[config.mk]
export PLATFORM = sky130hd
export DESIGN_NAME = pipe_ctrl_flat
export DESIGN_NICKNAME = d
export VERILOG_FILES = /design/src/rtl/pipe_ctrl_pkg.sv /design/src/rtl/pipe_ctrl_if.sv /design/src/rtl/perf_counter.sv /design/src/rtl/pipe_ctrl.sv /design/src/flat_wrapper.sv
export SDC_FILE = /design/constraint.sdc
export NUM_CORES = 1
export LEC_CHECK = 0
export CAP_MARGIN = 20
export CORE_MARGIN = 2
export CORE_UTILIZATION = 46
export DETAILED_ROUTE_END_ITERATION = 12
export HOLD_SLACK_MARGIN = 0.08
export PLACE_DENSITY_LB_ADDON = 0.15
export SLEW_MARGIN = 20
export SYNTH_ARGS = -nofsm -noshare
export SYNTH_HDL_FRONTEND = slang
export SYNTH_SLANG_ARGS = --single-unit
[constraint.sdc]
create_clock -name clk -period 2.2 [get_ports clk]
set_input_delay 0.33 -clock clk [delete_from_list [all_inputs] [get_ports clk]]
set_output_delay 0.33 -clock clk [all_outputs]
set_load 0.03 [all_outputs]
[src/rtl/pipe_ctrl_pkg.sv]
// Shared types and defaults for the 3-stage pipeline sequencing controller.
// State encodings, state width and counter defaults used by all pipe_ctrl files.
package pipe_ctrl_pkg;

    localparam int unsigned STATE_W = 2;

    typedef enum logic [STATE_W-1:0] {
        ST_BOOT     = 2'd0,
        ST_RUN      = 2'd1,
        ST_MEM_WAIT = 2'd2,
        ST_REDIRECT = 2'd3
    } state_e;

    localparam int unsigned BOOT_CYCLES_DFLT = 2;
    localparam int unsigned KILL_CYCLES_DFLT = 2;
    localparam int unsigned CNT_W_DFLT       = 32;

    // Widths sized for the legal ranges: boot 1..15, kill 1..3.
    localparam int unsigned BOOT_CNT_W = 4;
    localparam int unsigned KILL_CNT_W = 2;

endpackage

[src/rtl/pipe_ctrl_if.sv]
// Handshake/control bundle between pipe_ctrl and the pipeline datapath.
// master = the controller, slave = the datapath it sequences.
interface pipe_ctrl_if #(
    parameter int unsigned CNT_W = 32
) ();

    logic             valid_X;
    logic             br_taken_X;
    logic             dmem_busy;
    logic             cnt_clr;
    logic             pc_hold;
    logic             pc_redirect;
    logic             stall_ID;
    logic             stall_X;
    logic             stall_WB;
    logic             flush_ID;
    logic [CNT_W-1:0] cycle_cnt;
    logic [CNT_W-1:0] instr_cnt;

    modport master (
        input  valid_X, br_taken_X, dmem_busy, cnt_clr,
        output pc_hold, pc_redirect, stall_ID, stall_X, stall_WB, flush_ID,
        output cycle_cnt, instr_cnt
    );

    modport slave (
        output valid_X, br_taken_X, dmem_busy, cnt_clr,
        input  pc_hold, pc_redirect, stall_ID, stall_X, stall_WB, flush_ID,
        input  cycle_cnt, instr_cnt
    );

endinterface

[src/rtl/perf_counter.sv]
// Wrapping performance counter with synchronous clear and active-low sync reset.
module perf_counter #(
    parameter int unsigned CNT_W = 32
) (
    input  logic             clk,
    input  logic             rst,
    input  logic             en,
    input  logic             clr,
    output logic [CNT_W-1:0] cnt
);

    logic [CNT_W-1:0] cnt_q, cnt_d;

    // Clear wins over increment.
    always_comb begin
        cnt_d = cnt_q;
        if (clr) begin
            cnt_d = '0;
        end else if (en) begin
            cnt_d = cnt_q + 1'b1;
        end
    end

    always_ff @(posedge clk) begin
        if (!rst) begin
            cnt_q <= '0;
        end else begin
            cnt_q <= cnt_d;
        end
    end

    assign cnt = cnt_q;

endmodule

[src/rtl/pipe_ctrl.sv]
// Sequencing controller for the IF/ID, X, WB pipeline: boot window, branch kill
// window, data-memory wait stalls, and the cycle/retired-instruction counters.
module pipe_ctrl
    import pipe_ctrl_pkg::*;
#(
    parameter int unsigned BOOT_CYCLES = BOOT_CYCLES_DFLT,
    parameter int unsigned KILL_CYCLES = KILL_CYCLES_DFLT,
    parameter int unsigned CNT_W       = CNT_W_DFLT
) (
    input  logic        clk,
    input  logic        rst,
    pipe_ctrl_if.master bus
);

    localparam logic [BOOT_CNT_W-1:0] BOOT_INIT = BOOT_CNT_W'(BOOT_CYCLES - 1);
    localparam logic [KILL_CNT_W-1:0] KILL_INIT =
        (KILL_CYCLES > 1) ? KILL_CNT_W'(KILL_CYCLES - 2) : '0;

    state_e                state_q, state_d;
    logic [BOOT_CNT_W-1:0] boot_q, boot_d;
    logic [KILL_CNT_W-1:0] kill_q, kill_d;

    logic pc_hold, pc_redirect, stall_all, flush_id;
    logic mem_stall, take_br;

    assign mem_stall = bus.valid_X & bus.dmem_busy;
    assign take_br   = bus.valid_X & bus.br_taken_X;

    always_comb begin
        state_d     = state_q;
        boot_d      = boot_q;
        kill_d      = kill_q;
        pc_hold     = 1'b0;
        pc_redirect = 1'b0;
        stall_all   = 1'b0;
        flush_id    = 1'b0;

        unique case (state_q)
            ST_BOOT: begin
                pc_hold  = 1'b1;
                flush_id = 1'b1;
                if (boot_q == '0) begin
                    state_d = ST_RUN;
                end else begin
                    boot_d = boot_q - 1'b1;
                end
            end
            // MEM_WAIT falls through to RUN evaluation on the release cycle.
            ST_RUN, ST_MEM_WAIT: begin
                if ((state_q == ST_MEM_WAIT && bus.dmem_busy) || mem_stall) begin
                    pc_hold   = 1'b1;
                    stall_all = 1'b1;
                    state_d   = ST_MEM_WAIT;
                end else begin
                    state_d = ST_RUN;
                    if (take_br) begin
                        pc_redirect = 1'b1;
                        flush_id    = 1'b1;
                        if (KILL_CYCLES > 1) begin
                            state_d = ST_REDIRECT;
                            kill_d  = KILL_INIT;
                        end
                    end
                end
            end
            ST_REDIRECT: begin
                flush_id = 1'b1;
                if (kill_q == '0) begin
                    state_d = ST_RUN;
                end else begin
                    kill_d = kill_q - 1'b1;
                end
            end
            default: begin
                state_d = ST_BOOT;
            end
        endcase

        // Reset is sampled at the edge, but outputs already reflect it this cycle.
        if (!rst) begin
            pc_hold     = 1'b1;
            flush_id    = 1'b1;
            pc_redirect = 1'b0;
            stall_all   = 1'b0;
        end
    end

    always_ff @(posedge clk) begin
        if (!rst) begin
            state_q <= ST_BOOT;
            boot_q  <= BOOT_INIT;
            kill_q  <= '0;
        end else begin
            state_q <= state_d;
            boot_q  <= boot_d;
            kill_q  <= kill_d;
        end
    end

    assign bus.pc_hold     = pc_hold;
    assign bus.pc_redirect = pc_redirect;
    assign bus.stall_ID    = stall_all;
    assign bus.stall_X     = stall_all;
    assign bus.stall_WB    = stall_all;
    assign bus.flush_ID    = flush_id;

    logic cyc_en, ins_en;

    assign cyc_en = (state_q != ST_BOOT);
    assign ins_en = (state_q != ST_BOOT) & bus.valid_X & ~stall_all;

    perf_counter #(
        .CNT_W (CNT_W)
    ) u_cycle_cnt (
        .clk (clk),
        .rst (rst),
        .en  (cyc_en),
        .clr (bus.cnt_clr),
        .cnt (bus.cycle_cnt)
    );

    perf_counter #(
        .CNT_W (CNT_W)
    ) u_instr_cnt (
        .clk (clk),
        .rst (rst),
        .en  (ins_en),
        .clr (bus.cnt_clr),
        .cnt (bus.instr_cnt)
    );

endmodule

[src/flat_wrapper.sv]
// flat-port wrapper written by rule: the top's interface ports become plain ports
module pipe_ctrl_flat import pipe_ctrl_pkg::*;
#(
    parameter int unsigned BOOT_CYCLES = BOOT_CYCLES_DFLT,
    parameter int unsigned KILL_CYCLES = KILL_CYCLES_DFLT,
    parameter int unsigned CNT_W       = CNT_W_DFLT
)
  (clk, rst, bus_valid_X, bus_br_taken_X, bus_dmem_busy, bus_cnt_clr, bus_pc_hold, bus_pc_redirect, bus_stall_ID, bus_stall_X, bus_stall_WB, bus_flush_ID, bus_cycle_cnt, bus_instr_cnt);
  pipe_ctrl_if #(.CNT_W(CNT_W)) bus_i ();
  input  logic clk;
  input  logic rst;
  input wire logic [$bits(bus_i.valid_X)-1:0] bus_valid_X;
  input wire logic [$bits(bus_i.br_taken_X)-1:0] bus_br_taken_X;
  input wire logic [$bits(bus_i.dmem_busy)-1:0] bus_dmem_busy;
  input wire logic [$bits(bus_i.cnt_clr)-1:0] bus_cnt_clr;
  output wire logic [$bits(bus_i.pc_hold)-1:0] bus_pc_hold;
  output wire logic [$bits(bus_i.pc_redirect)-1:0] bus_pc_redirect;
  output wire logic [$bits(bus_i.stall_ID)-1:0] bus_stall_ID;
  output wire logic [$bits(bus_i.stall_X)-1:0] bus_stall_X;
  output wire logic [$bits(bus_i.stall_WB)-1:0] bus_stall_WB;
  output wire logic [$bits(bus_i.flush_ID)-1:0] bus_flush_ID;
  output wire logic [$bits(bus_i.cycle_cnt)-1:0] bus_cycle_cnt;
  output wire logic [$bits(bus_i.instr_cnt)-1:0] bus_instr_cnt;
  assign bus_i.valid_X = bus_valid_X;
  assign bus_i.br_taken_X = bus_br_taken_X;
  assign bus_i.dmem_busy = bus_dmem_busy;
  assign bus_i.cnt_clr = bus_cnt_clr;
  assign bus_pc_hold = bus_i.pc_hold;
  assign bus_pc_redirect = bus_i.pc_redirect;
  assign bus_stall_ID = bus_i.stall_ID;
  assign bus_stall_X = bus_i.stall_X;
  assign bus_stall_WB = bus_i.stall_WB;
  assign bus_flush_ID = bus_i.flush_ID;
  assign bus_cycle_cnt = bus_i.cycle_cnt;
  assign bus_instr_cnt = bus_i.instr_cnt;
  pipe_ctrl #(.BOOT_CYCLES(BOOT_CYCLES), .KILL_CYCLES(KILL_CYCLES), .CNT_W(CNT_W)) u_core (.clk(clk), .rst(rst), .bus(bus_i));
endmodule
# After elaboration in Yosys (flattened, before gate mapping)

Cells that the tools add are included.

Add/subtract/negate cells: 4
Bitwise operators: 7
Reduce and logical (&&, ||, !) cells: 13
Multiplexer cells: 20
Equality and inequality tests: 8

Operator list:

| operator                | count |
|---|---|
| $add A32 B1 Y32 const B | 2 |
| $mux W2                 | 7 |
| $mux W1                 | 9 |
| $ne A2 B1 Y1 const B    | 3 |
| $pmux W2 S3             | 1 |
| $reduce_or A2 Y1        | 3 |
| $and A1 B1 Y1           | 4 |
| $eq A2 B2 Y1 const B    | 2 |
| $logic_not A2 Y1        | 2 |
| $logic_not A4 Y1        | 1 |
| $ne A2 B2 Y1 const B    | 2 |
| $pmux W1 S2             | 2 |
| $pmux W2 S2             | 1 |
| $reduce_and A2 Y1       | 2 |
| $reduce_and A4 Y1       | 1 |
| $reduce_bool A2 Y1      | 2 |
| $sub A4 B1 Y4 const B   | 1 |
| $not A1 Y1              | 3 |
| $eq A2 B1 Y1 const B    | 1 |
| $sub A2 B1 Y2 const B   | 1 |
| $logic_and A1 B1 Y1     | 1 |
| $logic_or A1 B1 Y1      | 1 |

Input port bits: 6
Output and inout port bits: 70
Register bits: 72
Logic and storage cells: 57

# Longest topological paths before layout

Depth in word-level cells: 8
Gate-level depth with buffers: 8
Gate-level depth less buffers: 6

# By module

A second synthesis with hierarchy kept.

Cell total of the unflattened synthesis: 423
Area, all modules: 3659.8 µm²

By module, submodules not included:

| module       | area an instance (µm²) | seq. area each (µm²) | times used | cells each |
|---|---|---|---|---|
| perf_counter | 1552.7                 | 640.6                | 2          | 178 |
| pipe_ctrl    | 554.3                  | 160.2                | 1          | 67 |

# Worst setup path before layout

OpenSTA, ideal clock, no wires.

Path type: register -> register
Start point: reg u_core.state_q[0]
End point: reg u_core.u_cycle_cnt.cnt_q[19], in the netlist u_core.u_cycle_cnt.cnt[19]
Library setup time: 0.070 ns
Arrival time: 2.117 ns
Slack: 0.012 ns
Stages on the path, launching flop included: 8
Required time: 2.130 ns
Clock period less this slack: 2.188 ns
Buffers on the path: 1
Cells stage by stage: dfxtp_1 > inv_1 > ha_1 > nand4b_2 > or4_1 > buf_2 > or4_1 > a21oi_1

Cells in the longest elaborated chain, start to end: 1

RTL lines:

| element                | line               | RTL |
|---|---|---|
| from (decl)            | pipe_ctrl.sv:19    | `state_e state_q, state_d;` |
| from (signal assigned) | pipe_ctrl.sv:94    | `state_q <= state_d;` |
| $reduce_bool A2 Y1     | pipe_ctrl.sv:109   | `assign cyc_en = (state_q != ST_BOOT);` |
| to (signal assigned)   | perf_counter.sv:28 | `cnt_q <= cnt_d;` |
| to (decl)              | perf_counter.sv:12 | `logic [CNT_W-1:0] cnt_q, cnt_d;` |

No other way between the ends.
A chain may end at the register's enable or synchronous reset.

# Final worst setup path

Start point: reg u_core.state_q[0]
End point: reg u_core.u_instr_cnt.cnt_q[27], in the netlist u_core.u_instr_cnt.cnt[27]

Cells in the longest elaborated chain, start to end: 8
Elaborated cells on any way between the ends: 12
Classes of those cells: 2 x eq/ne; 3 x mux; 3 x bitwise; 4 x reduce/logical

RTL lines:

| element              | line                             | RTL |
|---|---|---|
| $eq A2 B2 Y1         | pipe_ctrl.sv:38, pipe_ctrl.sv:50 |  |
| $logic_and A1 B1 Y1  | pipe_ctrl.sv:50                  | `if ((state_q == ST_MEM_WAIT && bus.dmem_busy) \|\| mem_stall) begin` |
| $logic_or A1 B1 Y1   | pipe_ctrl.sv:50                  |  |
| $mux W1              | pipe_ctrl.sv:50                  |  |
| $mux W1              | pipe_ctrl.sv:38                  | `unique case (state_q)` |
| $mux W1              | pipe_ctrl.sv:80                  | `if (!rst) begin` |
| $not A1 Y1           | pipe_ctrl.sv:110                 | `assign ins_en = (state_q != ST_BOOT) & bus.valid_X & ~stall_all;` |
| $and A1 B1 Y1 *      | pipe_ctrl.sv:110                 |  |
| to (signal assigned) | perf_counter.sv:28               |  |
| to (decl)            | perf_counter.sv:12               |  |

Every way passes the cells marked *; elsewhere a longest branch is shown, timed or not.

==> summary.md <==
| Metric | Value |
|---|---|
| Status | completed |
| Gate power share | a little over a fifth |
| Largest family of logic cells by synthesized area | simple AND/OR/NAND/NOR gates |
| Routed length per instance | 14.3 um |
| Worst-margin pin slew | 0.415 ns |
| Synthesized Nets | 456 |
| Yosys reg bits | between 70 and 80 |
| Number of global-route vias before repair | ~3,400 |
| Routed vias/inst | approximately 5.6 |
| Number of diodes | 0 |
| R2R depth | 7 |
| Gpl congestion | between 0.7 and 0.8 |
| Crit-path slowest cell | or4_1 |
| Period minus WS final | roughly 2.1 ns |
| Max VDD drop | around 0.00046 V |
| CTS tree | built |
| Leakage | between 1.5 and 2 nW |
| Setup crit end kind | flip-flop |
| Share of the synthesized area in the top cell type | 39.4% |
| Slew Limit Fails | 0 |
| Final setup vio count | 0 |
| Reg-to-Reg End | u_core.u_instr_cnt.cnt[27] |
| Hold_buf cts | 0 |
| Largest net degree at the start of global routing | 21 |
| Crit path kind | reg -> reg |
| Compound-cell area share of the yosys netlist | roughly 14% |
| CTS max path bufs | 2 |
| CP Max Fanout | 10 |
| Fmax | roughly 470 MHz |
| Clock share of power | approximately 32% |
| CP Capture Point | u_core.u_instr_cnt.cnt[27] |
| Hold depth | 2 |
| # H-tree levels | 3 |
| Ys Warns | 0 |
| Reg-to-reg slack, setup | 0.06 ns |
| Fin nets | ~550 |
| Placed instance area | roughly 4700 um2 |
| Dominant synthesized flop cell | dfxtp_1 |
| Number of flops mapped to enable cells by yosys | 0 |
| Mapped Area | around 3700 um2 |
| Top cells by area, synth | dfxtp_1 (39%), a21oi_1 (5.6%), or4_1 (5.3%) |
| Cell internal pwr | 0.00212 W |
| Critical-path cell list | inv_1, ha_2, and3_4, or3_4, buf_12, or4_1, a21oi_2 |
| Die Ht | slightly above 90 um |
| Mean post-synth cell area | 8.26 um2 |
| Clock Skews | ~0.0068 ns |
| Worst skew pair latency | roughly 0.34 ns |
| Area leader, netlist | dfxtp_1 |
| I/O pin count | 76 |
| Die area | just under 9000 um2 |
| Biggest cell delay along the critical path | approximately 0.51 ns |
| First-pass GRT wire length | 15.4 mm |
| CTS clk-pin slew, worst paths | ~0.070 ns |
| Residual DRC count | 0 |
| Mux contribution to synthesized area | around 3.6% |
| Clock sinks | a little over 70 |
| Switching power | between 0.0008 and 0.0009 W |
| Core Footprint | just under 8000 um2 |
| Simple-Gate Fraction of Synth Area | about a third |
| Yosys cell types | 40 |
| FFs w/ async S/R, synth | 0% |
| Synth Area in Adders | approximately 2.4% |
| Max-cap violations | 0 |
| Total power per unit cell area | 593 nW/um2 |
| Hpwl dp | around 6.4 mm |
| First-pass iteration count of the detailed router | 4 |
| Share of cells above drive strength 1 | 16.2% |
| Num CTS Buffers | 9 |
| Drt initial violations | 156 |
| Worst hold path type | reg -> reg |
| Reg-to-Reg Start | u_core.state_q[0] |
| Number of antenna violations at the first check in global routing | 0 |
| Arrival time at the worst endpoint | around 2.4 ns |
| CTS Root Cell | clkbuf_8 |
| Total Wirelength | between 9 and 10 mm |
| Final instance area | 4970 um2 |
| FP Rows | 32 |
| Die span in x | a little over 90 um |
| Final Hold Fails | 0 |
| Cells after Synth | roughly 440 |
| P&R area growth vs syn | 35.8% |
| Final ANT Viol Nets | 0 |
| Relative slew margins | between 70% and 80% |
| Worst setup startpoint | u_core.state_q[0] |
| Inst Count DP | approximately 630 |
| GRT overflow | 0 |
| Worst EP required | roughly 2.5 ns |
| Initial Util | a little under half |
| Non-Filler Instances | around 650 |
| Sw frac | around 28% |
| Hold Crit Start | u_core.kill_q[1] |
| Seq pwr share | around 47% |
| GRT Total Usage | 21.6% |
| I/O Buffers | between 70 and 80 |
| Xor/xnor share of the synthesized area | under 10% |
| Sequential element share of the synthesized area | between 30% and 40% |
| Period utilisation layout | between 90 and 100% |
| Via count | 3,614 |
| Startpoint Class | flip-flop |
## sequential cells by signal, indices dropped and copies added (netlist names)
name	cells
u_core.boot_q	4
u_core.u_cycle_cnt.cnt	32
u_core.kill_q	2
u_core.u_instr_cnt.cnt	32
u_core.state_q	2
## synth_stat cells (13+ instances only)
cell      instances
nor4_1           15
inv_1            13
o31ai_1          21
o21ai_0          15
nand3_1          23
mux2i_1          13
nand4_1          13
a21oi_1          41
nand2_1          44
dfxtp_1          72
nor2_1           26
clkbuf_1         18
or2_2            14
or4_1            26
## how the worst min path moves through the flow
stage / end / slack [ns]
global placement: u_core.kill_q[1] / 0.46
detailed placement: u_core.kill_q[1] / 0.46
finish: u_core.kill_q[1] / 0.48
global route: u_core.u_instr_cnt.cnt[30] / 0.51
floorplan: u_core.boot_q[0] / 0.39
CTS: u_core.kill_q[1] / 0.47
## layout make-up
type	instances	area [um2]
Fill cell	651	2760
Sequential cell	72	1440
Inverter	13	48.8
Timing Repair Buffer	109	1030
Multi-Input combinational cell	335	2150
Clock buffer	14	173
Tap cell	102	128
## metrics by stage
stage,utilization (%),setup slack [ns],power [W],setup TNS (ns),hold WS [ns]
6_report,64.3,0.0586,0.00295,0,0.475
3_5_place_dp,60.4,-0.0477,0.00199,-0.230,0.465
3_3_place_gp,60.4,0.000322,0.00198,0,0.459
2_1_floorplan,-,0.0123,0.00179,0,0.392
5_1_grt,64.3,-0.0143,0.00309,-0.0337,0.512
4_1_cts,62.8,0.00809,0.00294,0,0.472
## routing by layer
| metal | vias to the layer above | wire length, um | share of wire [%] | GRT usage, % |
|---|---|---|---|---|
| met5 | - | 0 | 0 | 0 |
| li1 | 1827 | - | - | - |
| met2 | 76 | 4360 | 47 | 35.3 |
| met1 | 1704 | 4420 | 48 | 28.9 |
| met4 | 0 | 68 | 0.74 | 8.09 |
| met3 | 7 | 387 | 4.2 | 3.38 |
## cells in the final DEF, fill, tap and decap left out, drive strengths merged, types with 16 or more instances in the layout
cell type      synthesis  layout
or4                   26      26
dfxtp                 72      72
a21oi                 41      41
o31ai                 21      21
nand2                 44      44
buf                    5      38
clkdlybuf4s50          0      69
nor2                  26      26
nand3                 23      23
clkbuf                18      16
## cell families (layout without fill, tap and decap cells)
logic type               Yosys count  after routing
AO/OA/AOI/OAI                     88             88
flip-flops                        72             72
XOR/XNOR                          16             16
AND/OR/NAND/NOR                  211            211
multiplexers                      13             13
buffers and inverters             36            136
adder cells (fa/ha/maj)            7              7
## critical path, delay by kind of cell, from the launching register on
kind | cells | cell delay, ns
AND/OR/NAND/NOR | 3 | 1.10
flip-flops | 1 | 0.32
adder cells (fa/ha/maj) | 1 | 0.29
buffers and inverters | 2 | 0.24
AO/OA/AOI/OAI | 1 | 0.12
## repair_timing
item,in CTS,in global routing
endpoints found under the setup margin,9,18
pin swaps,0,7
resized for setup,4,20
gates cloned,1,1
setup buffers,0,1
## power groups by stage
stage	combinational, W	clock, W	sequential, W
4_1_cts	0.000595	0.000973	0.00138
5_1_grt	0.000678	0.00103	0.00138
6_report	0.000612	0.000956	0.00138
3_5_place_dp	0.000588	0	0.00141
3_3_place_gp	0.000578	0	0.00141
2_1_floorplan	0.000374	0	0.00142
Note: power is estimated with default switching activity, not from simulation.
